## config.mk

```make
export PLATFORM = sky130hd
export DESIGN_NAME = mem_access_ctrl
export DESIGN_NICKNAME = d
export VERILOG_FILES = /design/src/rtl/mem_access_ctrl.sv
export SDC_FILE = /design/constraint.sdc
export NUM_CORES = 1
export LEC_CHECK = 0
export ABC_AREA = 1
export CORE_ASPECT_RATIO = 2
export CORE_MARGIN = 2
export CORE_UTILIZATION = 44
export DETAILED_ROUTE_END_ITERATION = 12
export PLACE_DENSITY = 0.81
export SYNTH_ARGS = -nofsm -noshare
export SYNTH_HDL_FRONTEND = slang
export SYNTH_SLANG_ARGS = --single-unit
export TNS_END_PERCENT = 1
```

## constraint.sdc

```tcl
create_clock -name clk -period 3.5 [get_ports clk]
set_input_delay 0.7 -clock clk [delete_from_list [all_inputs] [get_ports clk]]
set_output_delay 0.7 -clock clk [all_outputs]
set_load 0.03 [all_outputs]
```

## src/rtl/mem_access_ctrl.sv

```systemverilog
// Initiator side of the unified memory port: alternates FETCH/DATA phases on sclk,
// buffers one core data request, validates it and returns instruction/load data in registers.
module mem_access_ctrl #(
    parameter int DATA_LIMIT = 100
) (
    input  logic        clk,
    input  logic        rst,
    input  logic [7:0]  fetch_addr,
    output logic [31:0] inst,
    output logic        inst_valid,
    output logic        inst_err,
    input  logic        req_valid,
    output logic        req_ready,
    input  logic        req_write,
    input  logic [1:0]  req_size,
    input  logic        req_signed,
    input  logic [7:0]  req_addr,
    input  logic [31:0] req_wdata,
    output logic        rsp_valid,
    output logic [31:0] rsp_rdata,
    output logic        rsp_err,
    output logic        sclk,
    output logic        mem_read,
    output logic        mem_write,
    output logic [1:0]  AU_inst_sel,
    output logic        signed_inst,
    output logic [7:0]  mem_addr,
    output logic [31:0] mem_wdata,
    input  logic [31:0] mem_rdata
);

    typedef enum logic {
        DATA_PH  = 1'b0,
        FETCH_PH = 1'b1
    } phase_t;

    localparam logic [8:0] LIMIT_9 = DATA_LIMIT[8:0];

    phase_t      ph_r;
    logic        buf_full_r;
    logic        buf_write_r;
    logic [1:0]  buf_size_r;
    logic        buf_signed_r;
    logic [7:0]  buf_addr_r;
    logic [31:0] buf_wdata_r;
    logic        buf_legal_s;

    // End address is formed at 9 bits so that high addresses cannot wrap back into range.
    function automatic logic req_legal(input logic [1:0] size, input logic [7:0] addr);
        logic [8:0] nbytes;
        logic [8:0] end_addr;
        logic       ok;
        case (size)
            2'b00:   nbytes = 9'd4;
            2'b01:   nbytes = 9'd2;
            2'b10:   nbytes = 9'd1;
            default: nbytes = 9'd0;
        endcase
        end_addr = {1'b0, addr} + nbytes;
        ok       = (end_addr <= LIMIT_9);
        case (size)
            2'b00:   ok = ok && (addr[1:0] == 2'b00);
            2'b01:   ok = ok && (addr[0] == 1'b0);
            2'b10:   ok = ok;
            default: ok = 1'b0;
        endcase
        return ok;
    endfunction

    assign buf_legal_s = req_legal(buf_size_r, buf_addr_r);
    assign req_ready   = !buf_full_r;
    assign sclk        = (ph_r == FETCH_PH);

    // Phase toggle and single-entry request buffer (accept and clear never share an edge).
    always_ff @(posedge clk or negedge rst) begin
        if (!rst) begin
            ph_r         <= FETCH_PH;
            buf_full_r   <= 1'b0;
            buf_write_r  <= 1'b0;
            buf_size_r   <= 2'b00;
            buf_signed_r <= 1'b0;
            buf_addr_r   <= 8'h00;
            buf_wdata_r  <= 32'h0000_0000;
        end else begin
            ph_r <= (ph_r == FETCH_PH) ? DATA_PH : FETCH_PH;
            if (req_valid && !buf_full_r) begin
                buf_full_r   <= 1'b1;
                buf_write_r  <= req_write;
                buf_size_r   <= req_size;
                buf_signed_r <= req_signed;
                buf_addr_r   <= req_addr;
                buf_wdata_r  <= req_wdata;
            end else if ((ph_r == DATA_PH) && buf_full_r) begin
                buf_full_r <= 1'b0;
            end
        end
    end

    // Registered instruction and response outputs, each valid strobe lasting one cycle.
    always_ff @(posedge clk or negedge rst) begin
        if (!rst) begin
            inst       <= 32'h0000_0000;
            inst_valid <= 1'b0;
            inst_err   <= 1'b0;
            rsp_valid  <= 1'b0;
            rsp_err    <= 1'b0;
            rsp_rdata  <= 32'h0000_0000;
        end else if (ph_r == FETCH_PH) begin
            inst       <= mem_rdata;
            inst_err   <= (fetch_addr[1:0] != 2'b00);
            inst_valid <= 1'b1;
            rsp_valid  <= 1'b0;
        end else begin
            inst_valid <= 1'b0;
            if (buf_full_r) begin
                rsp_valid <= 1'b1;
                rsp_err   <= !buf_legal_s;
                rsp_rdata <= (buf_legal_s && !buf_write_r) ? mem_rdata : 32'h0000_0000;
            end else begin
                rsp_valid <= 1'b0;
            end
        end
    end

    // Memory-side decode from phase and buffer state only; rejected requests never strobe.
    always_comb begin
        mem_read    = 1'b0;
        mem_write   = 1'b0;
        AU_inst_sel = 2'b00;
        signed_inst = 1'b0;
        mem_addr    = 8'h00;
        mem_wdata   = 32'h0000_0000;
        if (ph_r == FETCH_PH) begin
            mem_addr = fetch_addr;
        end else if (buf_full_r && buf_legal_s) begin
            mem_addr    = buf_addr_r;
            AU_inst_sel = buf_size_r;
            signed_inst = buf_signed_r;
            mem_wdata   = buf_wdata_r;
            mem_read    = !buf_write_r;
            mem_write   = buf_write_r;
        end else begin
            mem_addr = 8'h00;
        end
    end

endmodule

```

==> results of run 1 <==
layout make-up:
cell class | count | area, sq um
flip-flops and latches | 114 | 2854
well taps | 142 | 177.7
repair buffers | 223 | 2203
clock buffers | 20 | 456.7
fillers | 812 | 3191
multi-input cells | 401 | 2227
inverters | 18 | 67.56
clock inverters | 12 | 177.7
layout by cell type, fill, tap and decap left out, types with 3 or more instances in the layout:
cell,instances
sky130_fd_sc_hd__a21oi_1,10
sky130_fd_sc_hd__buf_12,4
sky130_fd_sc_hd__buf_4,38
sky130_fd_sc_hd__buf_6,25
sky130_fd_sc_hd__bufinv_16,4
sky130_fd_sc_hd__clkbuf_16,17
sky130_fd_sc_hd__clkdlybuf4s50_1,155
sky130_fd_sc_hd__clkinvlp_4,4
sky130_fd_sc_hd__dfrtp_1,113
sky130_fd_sc_hd__inv_1,14
sky130_fd_sc_hd__inv_2,3
sky130_fd_sc_hd__mux2_2,35
sky130_fd_sc_hd__nand2_1,228
sky130_fd_sc_hd__nand2_2,10
sky130_fd_sc_hd__nand2_4,3
sky130_fd_sc_hd__nand3_1,3
sky130_fd_sc_hd__nand4_1,40
sky130_fd_sc_hd__nor2_1,20
sky130_fd_sc_hd__nor2_2,27
sky130_fd_sc_hd__nor2_4,13
kinds of logic after synthesis:
logic type | after synthesis | share of synthesized area (%)
buffers and inverters | 52 | 4.763
flip-flops | 114 | 55.72
AO/OA/AOI/OAI | 12 | 1.172
adder cells (fa/ha/maj) | 4 | 1.124
multiplexers | 35 | 7.694
AND/OR/NAND/NOR | 347 | 29.53
layer usage:
metal	vias up	global-route usage [%]	part of all wire, %
met4	0	17.19	5.9
met5	-	0	0
met3	66	4.844	5.6
li1	2233	-	-
met2	271	47.74	56
met1	2389	26.72	32
flip-flops by register name, indices dropped and copies added, names as in the netlist:
signal        flops
buf_wdata_r      32
inst             32
rsp_rdata        32
buf_addr_r        8
buf_size_r        2
buf_full_r        1
buf_signed_r      1
buf_write_r       1
inst_err          1
inst_valid        1
rsp_err           1
rsp_valid         1
sclk              1
where the power goes:
group          switching, mW  internal, mW  total, mW
clock                  0.632          1.23       1.86
sequential            0.0887          1.45       1.54
combinational          0.520         0.406      0.926
path summary, 6_finish.rpt:
path	to	from	slack, ns	cells after the start
max reg2reg	rsp_rdata[19]$_DFFE_PN0P_	buf_size_r[1]$_DFFE_PN0P_	0.76	14
max in group asynchronous	inst[30]$_DFFE_PN0P_	rst	2.60	2
min reg2reg	inst[16]$_DFFE_PN0P_	inst[16]$_DFFE_PN0P_	0.47	2
min	buf_addr_r[4]$_DFFE_PN0P_	rst	0.28	2
max	mem_write	buf_size_r[1]$_DFFE_PN0P_	-0.02	14
min in group clk	inst[16]$_DFFE_PN0P_	inst[16]$_DFFE_PN0P_	0.47	2
stage by stage:
stage	hold WS (ns)	util (%)	TNS [ns]	instances	cell area [sq um]
6_report	0.2788	71.90	-0.06245	930	8164
5_1_grt	0.4261	71.90	-4.351	930	8164
4_1_cts	0.4003	69.10	0	918	7846
3_5_place_dp	0.4627	62.58	0	882	7106
3_3_place_gp	0.4545	62.58	0	882	7106
2_1_floorplan	0.4044	-	0	564	5122
timing repair:
| action | 4_1_cts | 5_1_grt |
|---|---|---|
| cloned | 1 | 3 |
| pin swaps | 3 | 13 |
| endpoints found under the setup margin | 45 | 45 |
| buffers inserted | 3 | 9 |
| gates resized for setup | 11 | 56 |
| endpoints found under the hold margin | 0 | 0 |
==> summary.md, run 1 <==
| Metric | Value |
|---|---|
| Final-report max-slew violation count | `0` |
| Drt wl/cell | `about 18 um` |
| Most frequent cell after synthesis | `sky130_fd_sc_hd__nand2_1` |
| Share of layout cells above drive strength 1 | `about a quarter` |
| Critical path required time | `approximately 2.8 ns` |
| Violations in the final reports | `setup timing` |
| Die area | `between 10,000 and 15,000 sq um` |
| Post-route minimum period | `3.522 ns` |
| Total number of vias | `4,959` |
| Wire length of the first global-routing pass | `24,980 um` |
| Antenna violation net count after detailed routing | `0` |
| H-tree levels | `4` |
| Syn nets | `~660` |
| Worst clock skew | `0.008524 ns` |
| Final nets | `866` |
| Post-synth EDFFs | `0` |
| Post-Synthesis Mean Instance Area | `9.082 sq um` |
| YS warnings | `0` |
| Number of setup violations in the final report | `6` |
| Synth-to-Final Area Change | `59.38%` |
| Area inside the core boundary | `11,350 sq um` |
| Fmax | `between 200 and 300 MHz` |
| CTS Root Buffer Type | `sky130_fd_sc_hd__clkbuf_16` |
| Port-buffer cells | `roughly 200` |
| Delay of the slowest cell on the worst path | `approximately 0.4 ns` |
| Crit path setup slack, layout | `-0.02223 ns` |
| Critical path endpoint category | `primary output` |
| Overflow after GRT | `0` |
| DRC violation count after routing | `0` |
| Least-Margin Pin Slew | `~1.1 ns` |
| Kind of launch point of the worst setup path | `flop` |
| Total power consumption of the routed design | `4.325 mW` |
| Number of register bits inferred by synthesis | `approximately 110` |
| Top post-synthesis cells by area | `sky130_fd_sc_hd__dfrtp_1, sky130_fd_sc_hd__nand2_1, sky130_fd_sc_hd__mux2_2, sky130_fd_sc_hd__nand4_1, sky130_fd_sc_hd__nor2_2` |
| Count of TritonRoute iterations in the first routing pass | `5` |
| Post-detailed-routing wire length | `between 15,000 and 20,000 um` |
| Clk slew on worst S/H paths | `~0.060 ns` |
| Insertion delay to the later sink of the worst-skew pair | `between 0.4 and 0.5 ns` |
| Inserted Diodes | `0` |
| Pin count of the biggest net entering global routing | `115` |
| Overall routing resource usage | `26.37%` |
| Cell area power density | `roughly 530 nW/um^2` |
| Yosys top cell area share | `55.20%` |
| Number of distinct library cells after synthesis | `25` |
| Number of standard-cell rows in the floorplan | `between 50 and 60` |
| Max transition margin | `27.42%` |
| Placed wire-length estimate | `10,720 um` |
| Maximum buffer depth of the clock tree | `2` |
| Starting DRC count in detailed routing | `280` |
| WP buf/inv | `3` |
| Number of global-route vias before repair | `about 5,000` |
| Total number of clock tree sinks | `between 100 and 150` |
| Leading area contributor after synthesis | `sky130_fd_sc_hd__dfrtp_1` |
| Period utilization | `100.6%` |
| Number of antenna violations at the first check in global routing | `0` |
| Unrepaired setup endpoints after global routing | `true` |
| Type of the setup path with the least slack | `flop to primary output` |
| Critical-path cell list | `inv_2 -> nor2_4 -> ha_4 -> fa_2 -> or2_4 -> nand3_2 -> nand2_2 -> nor2_2 -> nand2_2 -> nand2_4 -> buf_6 -> nand3_4 -> nor2_4 -> buf_6` |
| Count of max-cap constraint violations | `0` |
| Synth async-reset ratio | `100.0%` |
| Most instantiated cells after synthesis | `sky130_fd_sc_hd__nand2_1, sky130_fd_sc_hd__dfrtp_1, sky130_fd_sc_hd__nand4_1` |
| Leakage | `between 3 and 4 nW` |
| Cell count after synthesis | `roughly 560` |
| Largest fanout on the critical path | `5` |
| Maximum VDD drop | `approximately 0.37 mV` |
| Vertical die dimension | `around 160 um` |
| Ratio of routed vias to standard cells | `between 5 and 6` |
| CTS tree | `built` |
| Endpoints failing hold | `0` |
| Pre-CTS setup slack | `0.2220 ns` |
| Overall die width | `approximately 80 um` |
| Cell area after synthesis | `slightly above 5000 sq um` |
| Status | `finished, violations left` |
| Inserted Clock Buffers | `17` |
| Part of the Yosys area used for sequential elements | `around 56%` |
| Worst Path Arrival | `2.82 ns` |
| Path category of the worst min-delay check | `input pin to asynchronous set/reset pin` |
| Hold buffer count at CTS | `0` |
| Top-level I/O count | `a little over 200` |
| Global placement routability congestion | `0.9071` |
| Crit-path slowest cell | `sky130_fd_sc_hd__dfrtp_1` |
| CP delay by family, top | `simple AND/OR/NAND/NOR gates` |
| Dominant synthesized flop cell | `sky130_fd_sc_hd__dfrtp_1` |
| Starting utilization of the core area | `between 40% and 50%` |
Power figures use the tool's default switching activity.
==> inputs of run 2 (changes only) <==
- CORE_MARGIN: 2 -> 1.5
- CORE_UTILIZATION: 44 -> 47
- PLACE_DENSITY: 0.81 -> 0.86
- clock period: 3.5 -> 4.1 ns (I/O delays scaled with it)
==> run 2 against run 1 <==
The run now ends clean. Critical endpoint is now mem_read. Via count down 4.8%. Cell count down 2.5%. Highest routed layer unchanged. Critical path depth unchanged. Flip-flop and latch count unchanged. Sequential power down 15%. Critical path type unchanged. First-iteration DRC count up 1.4%. Register-to-register slack better by 0.59 ns. Routed wire length down 13%.
==> summary.md, run 2 (same netlist as run 1, synthesis figures left out) <==
| Metric | Value |
|---|---|
| Starting DRC count in detailed routing | `284 (was 280)` |
| Least-Margin Pin Slew | `1.141 ns (was 1.085 ns)` |
| Non-filler cells in the finished layout | `907 (was 930)` |
| CTS tree | `built (unchanged)` |
| Number of standard-cell rows in the floorplan | `53 (was 55)` |
| Count of max-cap constraint violations | `0 (unchanged)` |
| Fmax | `257.2 MHz` |
| R2R Setup Slk | `1.35 ns (was 0.76 ns)` |
| Worst hold slack | `0.4608 ns (was 0.2788 ns)` |
| Largest fanout on the critical path | `33 (was 5)` |
| Antenna violation net count after detailed routing | `0 (unchanged)` |
| Inserted Diodes | `0 (unchanged)` |
| Most common cell after layout, fill and taps aside | `sky130_fd_sc_hd__nand2_1 (unchanged)` |
| Overall die width | `76.82 um (was 80.30 um)` |
| Final-report max-slew violation count | `0 (unchanged)` |
| Post-route minimum period | `approximately 4 ns` |
| Worst R2R Path Depth | `14 (unchanged)` |
| Count of TritonRoute iterations in the first routing pass | `5 (unchanged)` |
| Inserted Clock Buffers | `17 (unchanged)` |
| Commonest cells after routing, fill and taps aside | `sky130_fd_sc_hd__nand2_1, sky130_fd_sc_hd__clkdlybuf4s50_1, sky130_fd_sc_hd__dfrtp_1 (unchanged)` |
| Total number of vias | `4,720 (was 4,959)` |
| Vertical die dimension | `150.6 um (was 156.6 um)` |
| Unrepaired setup endpoints after global routing | `true (unchanged)` |
| Number of global-route vias before repair | `4,861 (was 5,121)` |
| Launch point of the worst reg-to-reg path | `buf_size_r[1]$_DFFE_PN0P_ (unchanged)` |
| Type of the setup path with the least slack | `flop to primary output (unchanged)` |
| Worst Path Arrival | `3.07 ns (was 2.82 ns)` |
| Die area | `11,570 sq um (was 12,570 sq um)` |
| Starting utilization of the core area | `48.58% (was 45.11%)` |
| Sequential standard cell area | `2854 sq um (unchanged)` |
| Reg2reg end | `rsp_rdata[17]$_DFFE_PN0P_ (was rsp_rdata[19]$_DFFE_PN0P_)` |
| Cell area power density | `438.8 nW/um^2 (was 529.8 nW/um^2)` |
| H-tree levels | `4 (unchanged)` |
| Placed wire-length estimate | `10,520 um (was 10,720 um)` |
| Max transition margin | `23.69% (was 27.42%)` |
| Kind of launch point of the worst setup path | `flop (unchanged)` |
| Overflow after GRT | `0 (unchanged)` |
| DRC violation count after routing | `0 (unchanged)` |
| Leakage | `3.596 nW (was 3.758 nW)` |
| Setup fix buffers added after clock tree synthesis | `0 (was 3)` |
| Worst clock skew | `0.008974 ns (was 0.008524 ns)` |
| Wire length of the first global-routing pass | `23,700 um (was 24,980 um)` |
| Path category of the worst min-delay check | `input pin to asynchronous set/reset pin (unchanged)` |
| Top-level I/O count | `202 (unchanged)` |
| Total area of multi-input combinational cells | `2046 sq um (was 2227 sq um)` |
| Critical path endpoint category | `primary output (unchanged)` |
| Critical path required time | `3.28 ns (was 2.80 ns)` |
| Ratio of routed vias to standard cells | `5.204 (was 5.332)` |
| Pin count of the biggest net entering global routing | `60 (was 115)` |
| CTS Root Buffer Type | `sky130_fd_sc_hd__clkbuf_16 (unchanged)` |
| Drt wl/cell | `16.41 um (was 18.38 um)` |
| Share of layout cells above drive strength 1 | `20.26% (was 25.25%)` |
| Number of instances in the placed design | `875 (was 882)` |
| Port-buffer cells | `201 (unchanged)` |
| Global placement routability congestion | `0.9180 (was 0.9071)` |
| Maximum VDD drop | `0.3261 mV (was 0.3711 mV)` |
| Biggest registers after layout | `buf_wdata_r: 32 flops, inst: 32 flops, rsp_rdata: 32 flops (unchanged)` |
| Endpoints failing hold | `0 (unchanged)` |
| Number of setup violations in the final report | `0 (was 6)` |
| Status | `complete, no violations (was finished, violations left)` |
| Area inside the core boundary | `10,540 sq um (was 11,350 sq um)` |
| Insertion delay to the later sink of the worst-skew pair | `0.41 ns (about the same)` |
| Clk slew on worst S/H paths | `0.05 ns (was 0.06 ns)` |
| Overall routing resource usage | `26.55% (was 26.37%)` |
| Post-detailed-routing wire length | `14,890 um (was 17,090 um)` |
| Period utilization | `between 90% and 100%` |
| Number of filler instances in the final layout | `724 (was 812)` |
| Maximum buffer depth of the clock tree | `2 (unchanged)` |
| Final nets | `848 (was 866)` |
| Hold buffer count at CTS | `0 (unchanged)` |
| Number of antenna violations at the first check in global routing | `0 (unchanged)` |
| Synth-to-Final Area Change | `50.15% (was 59.38%)` |
| Total number of clock tree sinks | `114 (unchanged)` |
-- run 2: worst max path at each step --
stage                                    from  endpoint  slack, ns  depth (start not counted)
finish              buf_size_r[1]$_DFFE_PN0P_  mem_read       0.21                         14
global route        buf_size_r[1]$_DFFE_PN0P_  mem_read     -0.007                         14
CTS                 buf_size_r[1]$_DFFE_PN0P_  mem_read       0.15                         14
detailed placement  buf_size_r[1]$_DFFE_PN0P_  mem_read       0.61                         14
global placement    buf_size_r[1]$_DFFE_PN0P_  mem_read       0.78                         14
floorplan           buf_size_r[1]$_DFFE_PN0P_  mem_read       0.77                         12
-- run 2: cell type report --
cell class	count	share of cell area, %
Tap cell	137	2.229
Inverter	18	0.8785
Timing Repair Buffer	208	25.51
Sequential cell	114	37.11
Clock buffer	20	5.938
Clock inverter	12	1.741
Multi-Input combinational cell	398	26.60
-- run 2: timing repair --
item | CTS | global route
hold endpoints to repair | 0 | 0
gates resized for setup | 0 | 3
setup endpoints to repair | 0 | 16
-- run 2: layer usage --
| layer | vias to the layer above | routed length, um | global-route usage, % |
|---|---|---|---|
| li1 | 2187 | - | - |
| met1 | 2250 | 5199 | 28.08 |
| met2 | 234 | 8337 | 48.23 |
| met3 | 49 | 840 | 6.242 |
| met4 | 0 | 511 | 14.07 |
| met5 | - | 0 | 0 |
-- run 2: through the flow --
step | setup WS (ns) | utilization [%] | TNS (ns) | instance area (sq um) | total power [mW]
global placement | 0.7753 | 67.19 | 0 | 7084 | 1.893
CTS | 0.1544 | 72.79 | 0 | 7675 | 3.383
finish | 0.2123 | 72.94 | 0 | 7691 | 3.375
detailed placement | 0.6078 | 67.19 | 0 | 7084 | 1.927
floorplan | 0.7724 | - | 0 | 5122 | 1.668
global route | -0.006648 | 72.94 | -0.006648 | 7691 | 3.507
-- run 2: power breakdown --
group,total (mW),internal [mW],switching (mW)
Combinational,0.614,0.262,0.352
Clock,1.45,0.925,0.526
Sequential,1.31,1.24,0.0733
-- run 2: worst max-delay path: stages (launching register included) --
cell	delay, ns
sky130_fd_sc_hd__dfrtp_1	0.40
sky130_fd_sc_hd__inv_1	0.14
sky130_fd_sc_hd__nor2_1	0.07
sky130_fd_sc_hd__ha_1	0.22
sky130_fd_sc_hd__fa_1	0.40
sky130_fd_sc_hd__nand2_1	0.11
sky130_fd_sc_hd__nand2_1	0.09
sky130_fd_sc_hd__nand2_1	0.10
sky130_fd_sc_hd__nand2_1	0.05
sky130_fd_sc_hd__nand2_1	0.06
sky130_fd_sc_hd__nand2_1	0.07
sky130_fd_sc_hd__nor2_4	0.29
sky130_fd_sc_hd__nand2_8	0.23
sky130_fd_sc_hd__nor3_1	0.21
sky130_fd_sc_hd__buf_4	0.20
==> inputs of run 3 (changes only) <==
- CAP_MARGIN: default -> 20
==> run 3 against run 2 <==
Clock power about the same. Die area did not move. Global-route usage unchanged. Hold slack worse by 0.0015 ns. Clock skew decreased by 0.00090 ns.
==> summary.md, run 3 (same netlist as run 1, synthesis figures left out) <==
| Metric | Value |
|---|---|
| Crit-path slowest cell | `sky130_fd_sc_hd__dfrtp_1 (unchanged)` |
| Wire length of the first global-routing pass | `23,700 um (unchanged)` |
| Worst clock skew | `0.008073 ns (was 0.008974 ns)` |
| Area inside the core boundary | `10,540 sq um (unchanged)` |
| Least-Margin Pin Slew | `0.9445 ns (was 1.141 ns)` |
| Overall routing resource usage | `26.55% (unchanged)` |
| Period utilization | `94.69% (was 94.82%)` |
| Ratio of routed vias to standard cells | `5.208 (was 5.204)` |
| Inserted Clock Buffers | `17 (unchanged)` |
| Path category of the worst min-delay check | `input pin to asynchronous set/reset pin (unchanged)` |
| Count of TritonRoute iterations in the first routing pass | `5 (unchanged)` |
| Inserted Diodes | `0 (unchanged)` |
| Total area of multi-input combinational cells | `2046 sq um (unchanged)` |
| Placed wire-length estimate | `10,520 um (unchanged)` |
| Number of global-route vias before repair | `4,861 (unchanged)` |
| Count of max-cap constraint violations | `0 (unchanged)` |
| Final nets | `850 (was 848)` |
| Overflow after GRT | `0 (unchanged)` |
| Commonest cells after routing, fill and taps aside | `sky130_fd_sc_hd__nand2_1, sky130_fd_sc_hd__clkdlybuf4s50_1, sky130_fd_sc_hd__dfrtp_1 (unchanged)` |
| Critical-path cell list | `inv_1 -> nor2_1 -> ha_1 -> fa_1 -> nand2_1 -> nand2_1 -> nand2_1 -> nand2_1 -> nand2_1 -> nand2_1 -> nor2_4 -> nand2_8 -> nor3_1 -> buf_4 (unchanged)` |
| Port-buffer cells | `201 (unchanged)` |
| Share of layout cells above drive strength 1 | `20.47% (was 20.26%)` |
| Number of setup violations in the final report | `0 (unchanged)` |
| Drt wl/cell | `16.39 um (was 16.41 um)` |
| Critical path required time | `3.28 ns (about the same)` |
| Kind of launch point of the worst setup path | `flop (unchanged)` |
| Non-filler cells in the finished layout | `909 (was 907)` |
| Maximum VDD drop | `0.3251 mV (was 0.3261 mV)` |
| Worst Path Arrival | `3.06 ns (was 3.07 ns)` |
| Status | `complete, no violations (unchanged)` |
| Endpoints failing hold | `0 (unchanged)` |
| Number of standard-cell rows in the floorplan | `53 (unchanged)` |
| Number of antenna violations at the first check in global routing | `0 (unchanged)` |
| Sequential standard cell area | `2854 sq um (unchanged)` |
| Fmax | `257.6 MHz (was 257.2 MHz)` |
| Unrepaired setup endpoints after global routing | `true (unchanged)` |
| Number of instances in the placed design | `875 (unchanged)` |
| DRC violation count after routing | `0 (unchanged)` |
| Vertical die dimension | `150.6 um (unchanged)` |
| Global placement routability congestion | `0.9180 (unchanged)` |
| Cell repeated most along the worst path | `sky130_fd_sc_hd__nand2_1 (unchanged)` |
| Final-report max-slew violation count | `0 (unchanged)` |
| Maximum buffer depth of the clock tree | `2 (unchanged)` |
| Critical path endpoint category | `primary output (unchanged)` |
| Antenna violation net count after detailed routing | `0 (unchanged)` |
| Number of filler instances in the final layout | `720 (was 724)` |
| Starting DRC count in detailed routing | `282 (was 284)` |
| Total number of clock tree sinks | `114 (unchanged)` |
| Cell area power density | `437.2 nW/um^2 (was 438.8 nW/um^2)` |
| Post-route minimum period | `3.882 ns (was 3.888 ns)` |
| Post-detailed-routing wire length | `14,900 um (was 14,890 um)` |
| Worst hold slack | `0.4593 ns (was 0.4608 ns)` |
| Synth-to-Final Area Change | `50.83% (was 50.15%)` |
| Hold buffer count at CTS | `0 (unchanged)` |
| Pin count of the biggest net entering global routing | `60 (unchanged)` |
| Top-level I/O count | `202 (unchanged)` |
| Clk slew on worst S/H paths | `0.05 ns (about the same)` |
| Starting utilization of the core area | `48.58% (unchanged)` |
| Total number of vias | `4,734 (was 4,720)` |
| Most common cell after layout, fill and taps aside | `sky130_fd_sc_hd__nand2_1 (unchanged)` |
| H-tree levels | `4 (unchanged)` |
| CTS Root Buffer Type | `sky130_fd_sc_hd__clkbuf_16 (unchanged)` |
| Die area | `11,570 sq um (unchanged)` |
| Max transition margin | `36.88% (was 23.69%)` |
| Leakage | `3.613 nW (was 3.596 nW)` |
| Biggest registers after layout | `buf_wdata_r: 32 flops, inst: 32 flops, rsp_rdata: 32 flops (unchanged)` |
| CTS tree | `built (unchanged)` |
| Insertion delay to the later sink of the worst-skew pair | `0.40 ns (was 0.41 ns)` |
| Delay of the slowest cell on the worst path | `0.40 ns (about the same)` |
| Largest fanout on the critical path | `33 (unchanged)` |
| Overall die width | `76.82 um (unchanged)` |
| Total power consumption of the routed design | `3.378 mW (was 3.375 mW)` |
| Type of the setup path with the least slack | `flop to primary output (unchanged)` |
==> run 3: cell types whose count changed in the layout (fill, tap and decap cells not counted), sizes merged <==
cell / previous run / this run
buf: 53 / 55
==> run 3: area by class of cell <==
| type | instances | share of cell area [%] |
|---|---|---|
| clock buffer | 20 | 5.911 |
| multi-input combinational | 398 | 26.48 |
| sequential | 114 | 36.94 |
| tap | 137 | 2.219 |
| clock inverter | 12 | 1.733 |
| inverter | 18 | 0.8745 |
| timing repair buffer | 210 | 25.85 |
==> run 3: routing by layer <==
layer / up-vias / routed length, um / track usage (%)
met5: - / 0 / 0
met1: 2246 / 5235 / 28.08
met4: 0 / 491 / 14.07
met3: 42 / 879 / 6.242
li1: 2191 / - / -
met2: 255 / 8294 / 48.23
==> run 3: power breakdown <==
group / total (mW) / switching (mW) / internal [mW]
Sequential: 1.31 / 0.0731 / 1.24
Clock: 1.45 / 0.525 / 0.926
Combinational: 0.617 / 0.354 / 0.263
Total: 3.38 / 0.952 / 2.43
==> run 3: metrics by stage <==
stage | util, % | cell area (sq um) | TNS (ns) | setup slack (ns)
4_1_cts | 72.79 | 7675 | 0 | 0.1544
3_3_place_gp | 67.19 | 7084 | 0 | 0.7753
5_1_grt | 73.28 | 7726 | -0.006648 | -0.006648
2_1_floorplan | - | 5122 | 0 | 0.7724
6_report | 73.28 | 7726 | 0 | 0.2177
3_5_place_dp | 67.19 | 7084 | 0 | 0.6078
==> run 3: worst max-delay path: cells and delay by family (launching register included) <==
| family | cells | cell delay (ns) |
|---|---|---|
| and+or+nand+nor | 10 | 1.28 |
| DFF | 1 | 0.40 |
| buffers and inverters | 2 | 0.34 |
| adders and majority gates | 2 | 0.62 |
==> run 3: path summary, 6_finish.rpt <==
check                                          start                        end  slack [ns]  cells past startpoint
min in group clk                inst[22]$_DFFE_PN0P_       inst[22]$_DFFE_PN0P_        0.47                      2
setup reg to reg           buf_size_r[1]$_DFFE_PN0P_  rsp_rdata[17]$_DFFE_PN0P_        1.36                     14
hold / removal                                   rst  buf_addr_r[4]$_DFFE_PN0P_        0.46                      1
hold reg to reg                 inst[22]$_DFFE_PN0P_       inst[22]$_DFFE_PN0P_        0.47                      2
setup / recovery           buf_size_r[1]$_DFFE_PN0P_                   mem_read        0.22                     14
max in group asynchronous                        rst             sclk$_DFF_PN1_        2.83                      2
==> run 3: what timing repair did <==
item / 4_1_cts / 5_1_grt
endpoints found under the setup margin: 0 / 16
buffers inserted: 0 / 0
resized for setup: 0 / 3
hold endpoints to repair: 0 / 0
